===== src/rtl/ariane_soc_decerr_slave_pkg.sv =====
// Shared widths, AXI channel payloads and error-log helpers for the SoC
// default-port decode-error slave.
package ariane_soc_decerr_slave_pkg;

    localparam int unsigned IdWidthSlave = 5;
    localparam int unsigned AddrWidth    = 64;
    localparam int unsigned DataWidth    = 64;
    localparam int unsigned StrbWidth    = DataWidth / 8;
    localparam int unsigned UserWidth    = 1;
    localparam int unsigned LenWidth     = 8;
    localparam int unsigned ErrCntWidth  = 16;
    localparam int unsigned CntSumWidth  = ErrCntWidth + 1;

    localparam logic [DataWidth-1:0] DecErrData  = 64'hBADC_AB1E_BADC_AB1E;
    localparam logic [1:0]           RESP_DECERR = 2'b11;

    typedef logic [IdWidthSlave-1:0] id_slv_t;
    typedef logic [AddrWidth-1:0]    addr_t;
    typedef logic [LenWidth-1:0]     len_t;

    typedef struct packed {
        id_slv_t              id;
        addr_t                addr;
        len_t                 len;
        logic [2:0]           size;
        logic [1:0]           burst;
        logic                 lock;
        logic [3:0]           cache;
        logic [2:0]           prot;
        logic [3:0]           qos;
        logic [3:0]           region;
        logic [5:0]           atop;
        logic [UserWidth-1:0] user;
    } aw_chan_t;

    typedef struct packed {
        logic [DataWidth-1:0] data;
        logic [StrbWidth-1:0] strb;
        logic                 last;
        logic [UserWidth-1:0] user;
    } w_chan_t;

    typedef struct packed {
        id_slv_t              id;
        logic [1:0]           resp;
        logic [UserWidth-1:0] user;
    } b_chan_t;

    typedef struct packed {
        id_slv_t              id;
        addr_t                addr;
        len_t                 len;
        logic [2:0]           size;
        logic [1:0]           burst;
        logic                 lock;
        logic [3:0]           cache;
        logic [2:0]           prot;
        logic [3:0]           qos;
        logic [3:0]           region;
        logic [UserWidth-1:0] user;
    } ar_chan_t;

    typedef struct packed {
        id_slv_t              id;
        logic [DataWidth-1:0] data;
        logic [1:0]           resp;
        logic                 last;
        logic [UserWidth-1:0] user;
    } r_chan_t;

    typedef struct packed {
        aw_chan_t aw;
        logic     aw_valid;
        w_chan_t  w;
        logic     w_valid;
        logic     b_ready;
        ar_chan_t ar;
        logic     ar_valid;
        logic     r_ready;
    } req_slv_t;

    typedef struct packed {
        logic    aw_ready;
        logic    ar_ready;
        logic    w_ready;
        logic    b_valid;
        b_chan_t b;
        logic    r_valid;
        r_chan_t r;
    } resp_slv_t;

    // Fault counter add that pins at all-ones instead of wrapping.
    function automatic logic [ErrCntWidth-1:0] sat_add(input logic [ErrCntWidth-1:0] a,
                                                       input logic [1:0]             inc);
        logic [CntSumWidth-1:0] s;
        s = {1'b0, a} + CntSumWidth'(inc);
        return s[ErrCntWidth] ? {ErrCntWidth{1'b1}} : s[ErrCntWidth-1:0];
    endfunction

endpackage


===== src/rtl/ariane_soc_decerr_slave.sv =====
// Terminating AXI slave for unmapped addresses: answers every access with
// DECERR and keeps a small log of the latest fault and a saturating count.
module ariane_soc_decerr_slave
    import ariane_soc_decerr_slave_pkg::*;
#(
    parameter type                  req_t    = req_slv_t,
    parameter type                  resp_t   = resp_slv_t,
    parameter logic [DataWidth-1:0] RespData = DecErrData
) (
    input  logic                   clk_i,
    input  logic                   rst_ni,
    input  req_t                   axi_req_i,
    output resp_t                  axi_resp_o,
    input  logic                   err_clr_i,
    output logic                   err_valid_o,
    output logic [AddrWidth-1:0]   err_addr_o,
    output logic                   err_is_write_o,
    output logic [ErrCntWidth-1:0] err_count_o
);

    // One-hot encodings so each ready/valid is a flop output directly.
    localparam logic [2:0] W_IDLE = 3'b001;
    localparam logic [2:0] W_DATA = 3'b010;
    localparam logic [2:0] W_RESP = 3'b100;
    localparam logic [1:0] R_IDLE = 2'b01;
    localparam logic [1:0] R_DATA = 2'b10;

    logic [2:0]             w_state_q, w_state_d;
    logic [1:0]             r_state_q, r_state_d;
    id_slv_t                b_id_q, b_id_d;
    id_slv_t                r_id_q, r_id_d;
    len_t                   len_q, len_d;
    len_t                   beat_q, beat_d;
    logic                   r_last_q, r_last_d;

    logic                   err_valid_q, err_valid_d;
    addr_t                  err_addr_q, err_addr_d;
    logic                   err_is_write_q, err_is_write_d;
    logic [ErrCntWidth-1:0] err_count_q, err_count_d;

    logic                   aw_hs, w_hs, b_hs, ar_hs, r_hs;
    logic [1:0]             n_faults;
    logic                   req_unused;

    assign aw_hs    = axi_req_i.aw_valid & w_state_q[0];
    assign w_hs     = axi_req_i.w_valid  & w_state_q[1];
    assign b_hs     = axi_req_i.b_ready  & w_state_q[2];
    assign ar_hs    = axi_req_i.ar_valid & r_state_q[0];
    assign r_hs     = axi_req_i.r_ready  & r_state_q[1];
    assign n_faults = {1'b0, aw_hs} + {1'b0, ar_hs};

    // Payload fields (data, strobes, burst attributes, atop) are intentionally ignored.
    assign req_unused = ^axi_req_i;

    always_ff @(posedge clk_i or negedge rst_ni) begin
        if (!rst_ni) begin
            w_state_q      <= W_IDLE;
            r_state_q      <= R_IDLE;
            b_id_q         <= '0;
            r_id_q         <= '0;
            len_q          <= '0;
            beat_q         <= '0;
            r_last_q       <= 1'b0;
            err_valid_q    <= 1'b0;
            err_addr_q     <= '0;
            err_is_write_q <= 1'b0;
            err_count_q    <= '0;
        end else begin
            w_state_q      <= w_state_d;
            r_state_q      <= r_state_d;
            b_id_q         <= b_id_d;
            r_id_q         <= r_id_d;
            len_q          <= len_d;
            beat_q         <= beat_d;
            r_last_q       <= r_last_d;
            err_valid_q    <= err_valid_d;
            err_addr_q     <= err_addr_d;
            err_is_write_q <= err_is_write_d;
            err_count_q    <= err_count_d;
        end
    end

    // Write path: accept AW, swallow W beats up to last, return one B.
    always_comb begin
        w_state_d = w_state_q;
        b_id_d    = b_id_q;
        unique case (w_state_q)
            W_IDLE: begin
                if (aw_hs) begin
                    w_state_d = W_DATA;
                    b_id_d    = axi_req_i.aw.id;
                end
            end
            W_DATA: begin
                if (w_hs && axi_req_i.w.last) begin
                    w_state_d = W_RESP;
                end
            end
            W_RESP: begin
                if (b_hs) begin
                    w_state_d = W_IDLE;
                end
            end
            default: w_state_d = W_IDLE;
        endcase
    end

    // Read path: last is precomputed so r.last is also a plain flop.
    always_comb begin
        r_state_d = r_state_q;
        r_id_d    = r_id_q;
        len_d     = len_q;
        beat_d    = beat_q;
        r_last_d  = r_last_q;
        unique case (r_state_q)
            R_IDLE: begin
                if (ar_hs) begin
                    r_state_d = R_DATA;
                    r_id_d    = axi_req_i.ar.id;
                    len_d     = axi_req_i.ar.len;
                    beat_d    = '0;
                    r_last_d  = (axi_req_i.ar.len == LenWidth'(0));
                end
            end
            R_DATA: begin
                if (r_hs) begin
                    if (r_last_q) begin
                        r_state_d = R_IDLE;
                    end else begin
                        beat_d   = beat_q + LenWidth'(1);
                        r_last_d = ((beat_q + LenWidth'(1)) == len_q);
                    end
                end
            end
            default: r_state_d = R_IDLE;
        endcase
    end

    // Error log: a fault in the clear cycle overrides the clear.
    always_comb begin
        err_valid_d    = err_valid_q;
        err_addr_d     = err_addr_q;
        err_is_write_d = err_is_write_q;
        err_count_d    = err_count_q;
        if (err_clr_i) begin
            err_valid_d    = 1'b0;
            err_addr_d     = '0;
            err_is_write_d = 1'b0;
        end
        if (aw_hs || ar_hs) begin
            err_valid_d    = 1'b1;
            err_addr_d     = aw_hs ? axi_req_i.aw.addr : axi_req_i.ar.addr;
            err_is_write_d = aw_hs;
        end
        if (err_clr_i || aw_hs || ar_hs) begin
            err_count_d = sat_add(err_clr_i ? {ErrCntWidth{1'b0}} : err_count_q, n_faults);
        end
    end

    always_comb begin
        axi_resp_o          = '0;
        axi_resp_o.aw_ready = w_state_q[0];
        axi_resp_o.w_ready  = w_state_q[1];
        axi_resp_o.b_valid  = w_state_q[2];
        axi_resp_o.b.id     = b_id_q;
        axi_resp_o.b.resp   = RESP_DECERR;
        axi_resp_o.ar_ready = r_state_q[0];
        axi_resp_o.r_valid  = r_state_q[1];
        axi_resp_o.r.id     = r_id_q;
        axi_resp_o.r.data   = RespData;
        axi_resp_o.r.resp   = RESP_DECERR;
        axi_resp_o.r.last   = r_last_q;
    end

    assign err_valid_o    = err_valid_q;
    assign err_addr_o     = err_addr_q;
    assign err_is_write_o = err_is_write_q;
    assign err_count_o    = err_count_q;

endmodule


===== config.mk =====
export PLATFORM = sky130hd
export DESIGN_NAME = ariane_soc_decerr_slave
export DESIGN_NICKNAME = d
export VERILOG_FILES = /design/src/rtl/ariane_soc_decerr_slave_pkg.sv /design/src/rtl/ariane_soc_decerr_slave.sv
export SDC_FILE = /design/constraint.sdc
export NUM_CORES = 1
export LEC_CHECK = 0
export BUFFER_PORTS_ARGS = -buffer_cell sky130_fd_sc_hd__buf_2
export CAP_MARGIN = 0
export CORE_AREA = 3 3 175 177
export CTS_CLUSTER_SIZE = 30
export DETAILED_ROUTE_END_ITERATION = 8
export DIE_AREA = 0 0 178 180
export GPL_TIMING_DRIVEN = 0
export PLACE_DENSITY = 0.5
export REMOVE_ABC_BUFFERS = 1
export SLEW_MARGIN = 20
export SYNTH_ARGS = -nofsm -noshare
export SYNTH_HDL_FRONTEND = slang
export SYNTH_SLANG_ARGS = --single-unit

===== constraint.sdc =====
create_clock -name clk_i -period 3.15 [get_ports clk_i]
set_clock_uncertainty 0.15 [all_clocks]
set_input_delay 0.63 -clock clk_i [delete_from_list [all_inputs] [get_ports clk_i]]
set_output_delay 0.63 -clock clk_i [all_outputs]
set_load 0.005 [all_outputs]

==> impl_metrics.yaml <==
run_status:
  status: "complete, no violations"
critical_path:
  crit_family: "simple AND/OR/NAND/NOR gates"
  cp_slowest_cell: "dfstp_2"
  cp_data_required_time_ns: 3.32
  max_stage_delay_ns: 0.62
  worst_setup_path_start_kind: "register"
  cp.arrival_ns: 3.11
  path_buf_inv: 2
  timing_worst_setup_path_type: "register to register"
  cp_cell_sequence: "nand2_8, buf_12, inv_16, fa_1, ha_1, and3_1, nand3_2, and3_1, nor3_1"
  critPathCaptureType: "register"
  cpMostUsedCell: "and3_1"
  cp_max_fo: 66
pwr:
  leakagePower_nw: 4.22
  p_per_area_nw_per_um2: 740
  total_power_mw: 6.13
  vdd_drop_max_mv: 0.472
synth:
  yosysUniqueCellTypes: 60
  syn_inst: 689
  synth-main-ff-cell: "dfrtp_1"
  synth_edf_count: 0
  synth_area_per_cell_um2: 9.04
  async_reset_ff_share_pct: 100
  synth_seq_cells: 114
  yosysWarnings: 0
  synth-seq-area-share_pct: 45.9
  netlist_area_um2: 6230
routing:
  drt_iter0_markers: 209
  wl_um: 21900
  drt_pre_antenna_iters: 4
  routedWlPerCell_um: 16.5
  drc: 0
  vias_per_cell: 4.31
  ant_nets: 0
  vias: 5704
sta:
  fin_ws_ns: 0.205
  min_period_ns: 2.94
  rsz0062_at_grt: "no"
  setup_viol: 0
  slew_headroom_pct: 53.1
  fin_crit_sh_pct: 93.5
  fmax_mhz: 340
  tightest_slew_ns: 0.703
  maxSlewViolCount: 0
  whs_ns: 0.273
  finalHoldViolCount: 0
cells_and_area:
  final_cells: 1324
  layout_common_cells: "buf_2 (251), dfrtp_1 (112), a21oi_1 (82)"
  postLayoutCoreUtil_pct: 28.2
  layout_commonest_cell: "buf_2"
  antennaDiodeCount: 0
  synthToLayoutAreaGrowth_pct: 33.0
  drive_gt1_share_pct: 35.3
  fin_nets: 1210
floorplan:
  die_area_um2: 32000
  core-area_um2: 29400
  fp-row-count: 63
  initial_core_util_pct: 21.2
  die_w_um: 178
  ioPinCount: 454
  fp.dieH_um: 180
place:
  gp_congestion: 0.766
  dp_cells: 1287
  hpwl_um: 15000
  io_buffers: 252
  place_ws_ns: -0.487
clock_tree:
  clock_sinks: 114
  ctsRootBufferMaster: "clkbuf_16"
  cts_buffers: 17
  clk_pin_slew_worst_paths_ns: 0.07
  h-tree-depth: 4
  clk-insertion-delay-late_ns: 0.41
  clock_path_buffers: 2
  cts_tree: "yes"
global_routing:
  grt_pass1_wl_um: 31900
  first_global_vias: 5436
  grt.total_usage_pct: 12.8
  grt_max_degree: 75
  gr-total-overflow: 0
  antenna_found_initial: 0
worst_hold_path:
  hold_class: "input port to register"
run:
  drv_cap: 0
stage by stage:
step	TNS (ns)	instance area, µm²
floorplan	-6.80	5750
global placement	-189.81	7500
detailed placement	-6.31	7600
CTS	0	8200
global route	0	8280
finish	0	8280
power breakdown:
group | leakage, nW | internal (mW) | switching [mW] | total (mW)
clock network | 0.271 | 1.11 | 0.805 | 1.91
registers | 1.44 | 1.91 | 0.288 | 2.20
logic | 2.50 | 0.880 | 1.13 | 2.01
total | 4.22 | 3.90 | 2.22 | 6.13
cell type report:
type,instances,area [µm²]
Fill cell,3213,21100
Multi-Input combinational cell,521,2900
Sequential cell,114,2860
Timing Repair Buffer,259,1400
Tap cell,390,488
Clock buffer,17,425
Clock inverter,15,149
Inverter,7,61.3
Timing Repair inverter,1,8.76
Yosys cell counts (3+ instances only):
| cell type | count | area [µm²] |
|---|---|---|
| a21oi_1 | 82 | 410 |
| o21ai_1 | 71 | 355 |
| nand3_1 | 14 | 70.1 |
| nand4_1 | 7 | 43.8 |
| buf_1 | 7 | 26.3 |
| o31ai_1 | 3 | 22.5 |
| and3_1 | 71 | 444 |
| o21ai_0 | 8 | 40.0 |
| nor4_1 | 5 | 31.3 |
| nor2_1 | 23 | 86.3 |
| clkbuf_1 | 19 | 71.3 |
| nor2b_1 | 4 | 25.0 |
| nor3_2 | 4 | 40.0 |
| dfrtp_1 | 112 | 2800 |
| a21o_1 | 3 | 22.5 |
| mux2_2 | 11 | 124 |
| buf_4 | 74 | 556 |
| nand2b_1 | 3 | 18.8 |
| inv_1 | 5 | 18.8 |
| a31oi_1 | 4 | 25.0 |
| buf_2 | 15 | 75.1 |
| xnor2_1 | 7 | 61.3 |
| nand2_1 | 81 | 304 |
| nor3_1 | 6 | 30.0 |
| mux2_1 | 7 | 78.8 |
repair_timing:
item                                   4_1_cts  5_1_grt
setup endpoints to repair                   16       15
endpoints found under the hold margin       14        0
gates resized for setup                      3       12
hold buffers                                 1        0
buffers inserted                             0        2
pin swaps                                    0        1
cloned                                       0        2
path summary, 6_finish.rpt:
path	cells past startpoint	slack [ns]	start	to
worst max-delay path	9	0.21	r_state_q[0]	err_count_o[13]
worst min-delay path	3	0.27	axi_req_i[277]	err_addr_o[63]
worst max register to register	9	0.21	r_state_q[0]	err_count_o[13]
worst min register to register	1	0.33	err_valid_o	err_valid_o
max in group asynchronous	3	1.58	rst_ni	r_state_q[0]
min in group asynchronous	2	0.57	rst_ni	err_count_o[8]
worst min-delay path, delay by kind of cell:
family,cells,cell delay (ns)
AND/OR/NAND/NOR,1,0.04
AO/OA/AOI/OAI,1,0.06
buffers and inverters,1,0.07
per-layer routing:
layer | share of wire, % | up-vias | global-route usage, %
met5 | 0 | - | 0
met4 | 0.85 | 0 | 3.17
met3 | 9.6 | 12 | 4.69
met2 | 44 | 239 | 19.3
met1 | 45 | 2706 | 17.4
li1 | - | 2747 | -
flip-flops by register name, indices dropped and copies added (netlist names):
signal	cells
beat_q	8
w_state_q	3
err_addr_o	64
err_valid_o	1
len_q	8
err_is_write_o	1
err_count_o	16
r_last_q	1
r_id_q	5
b_id_q	5
r_state_q	2
cells by family after synthesis:
| group | count (synthesis) | synth area share [%] |
|---|---|---|
| xor+xnor | 9 | 1.27 |
| buf+inv | 122 | 12.1 |
| other cells | 2 | 0.121 |
| mux | 18 | 3.26 |
| flops | 114 | 45.9 |
| compound gates | 184 | 15.9 |
| simple gates | 237 | 20.7 |
| fa+ha+maj | 3 | 0.723 |
Power figures use the tool's default switching activity.
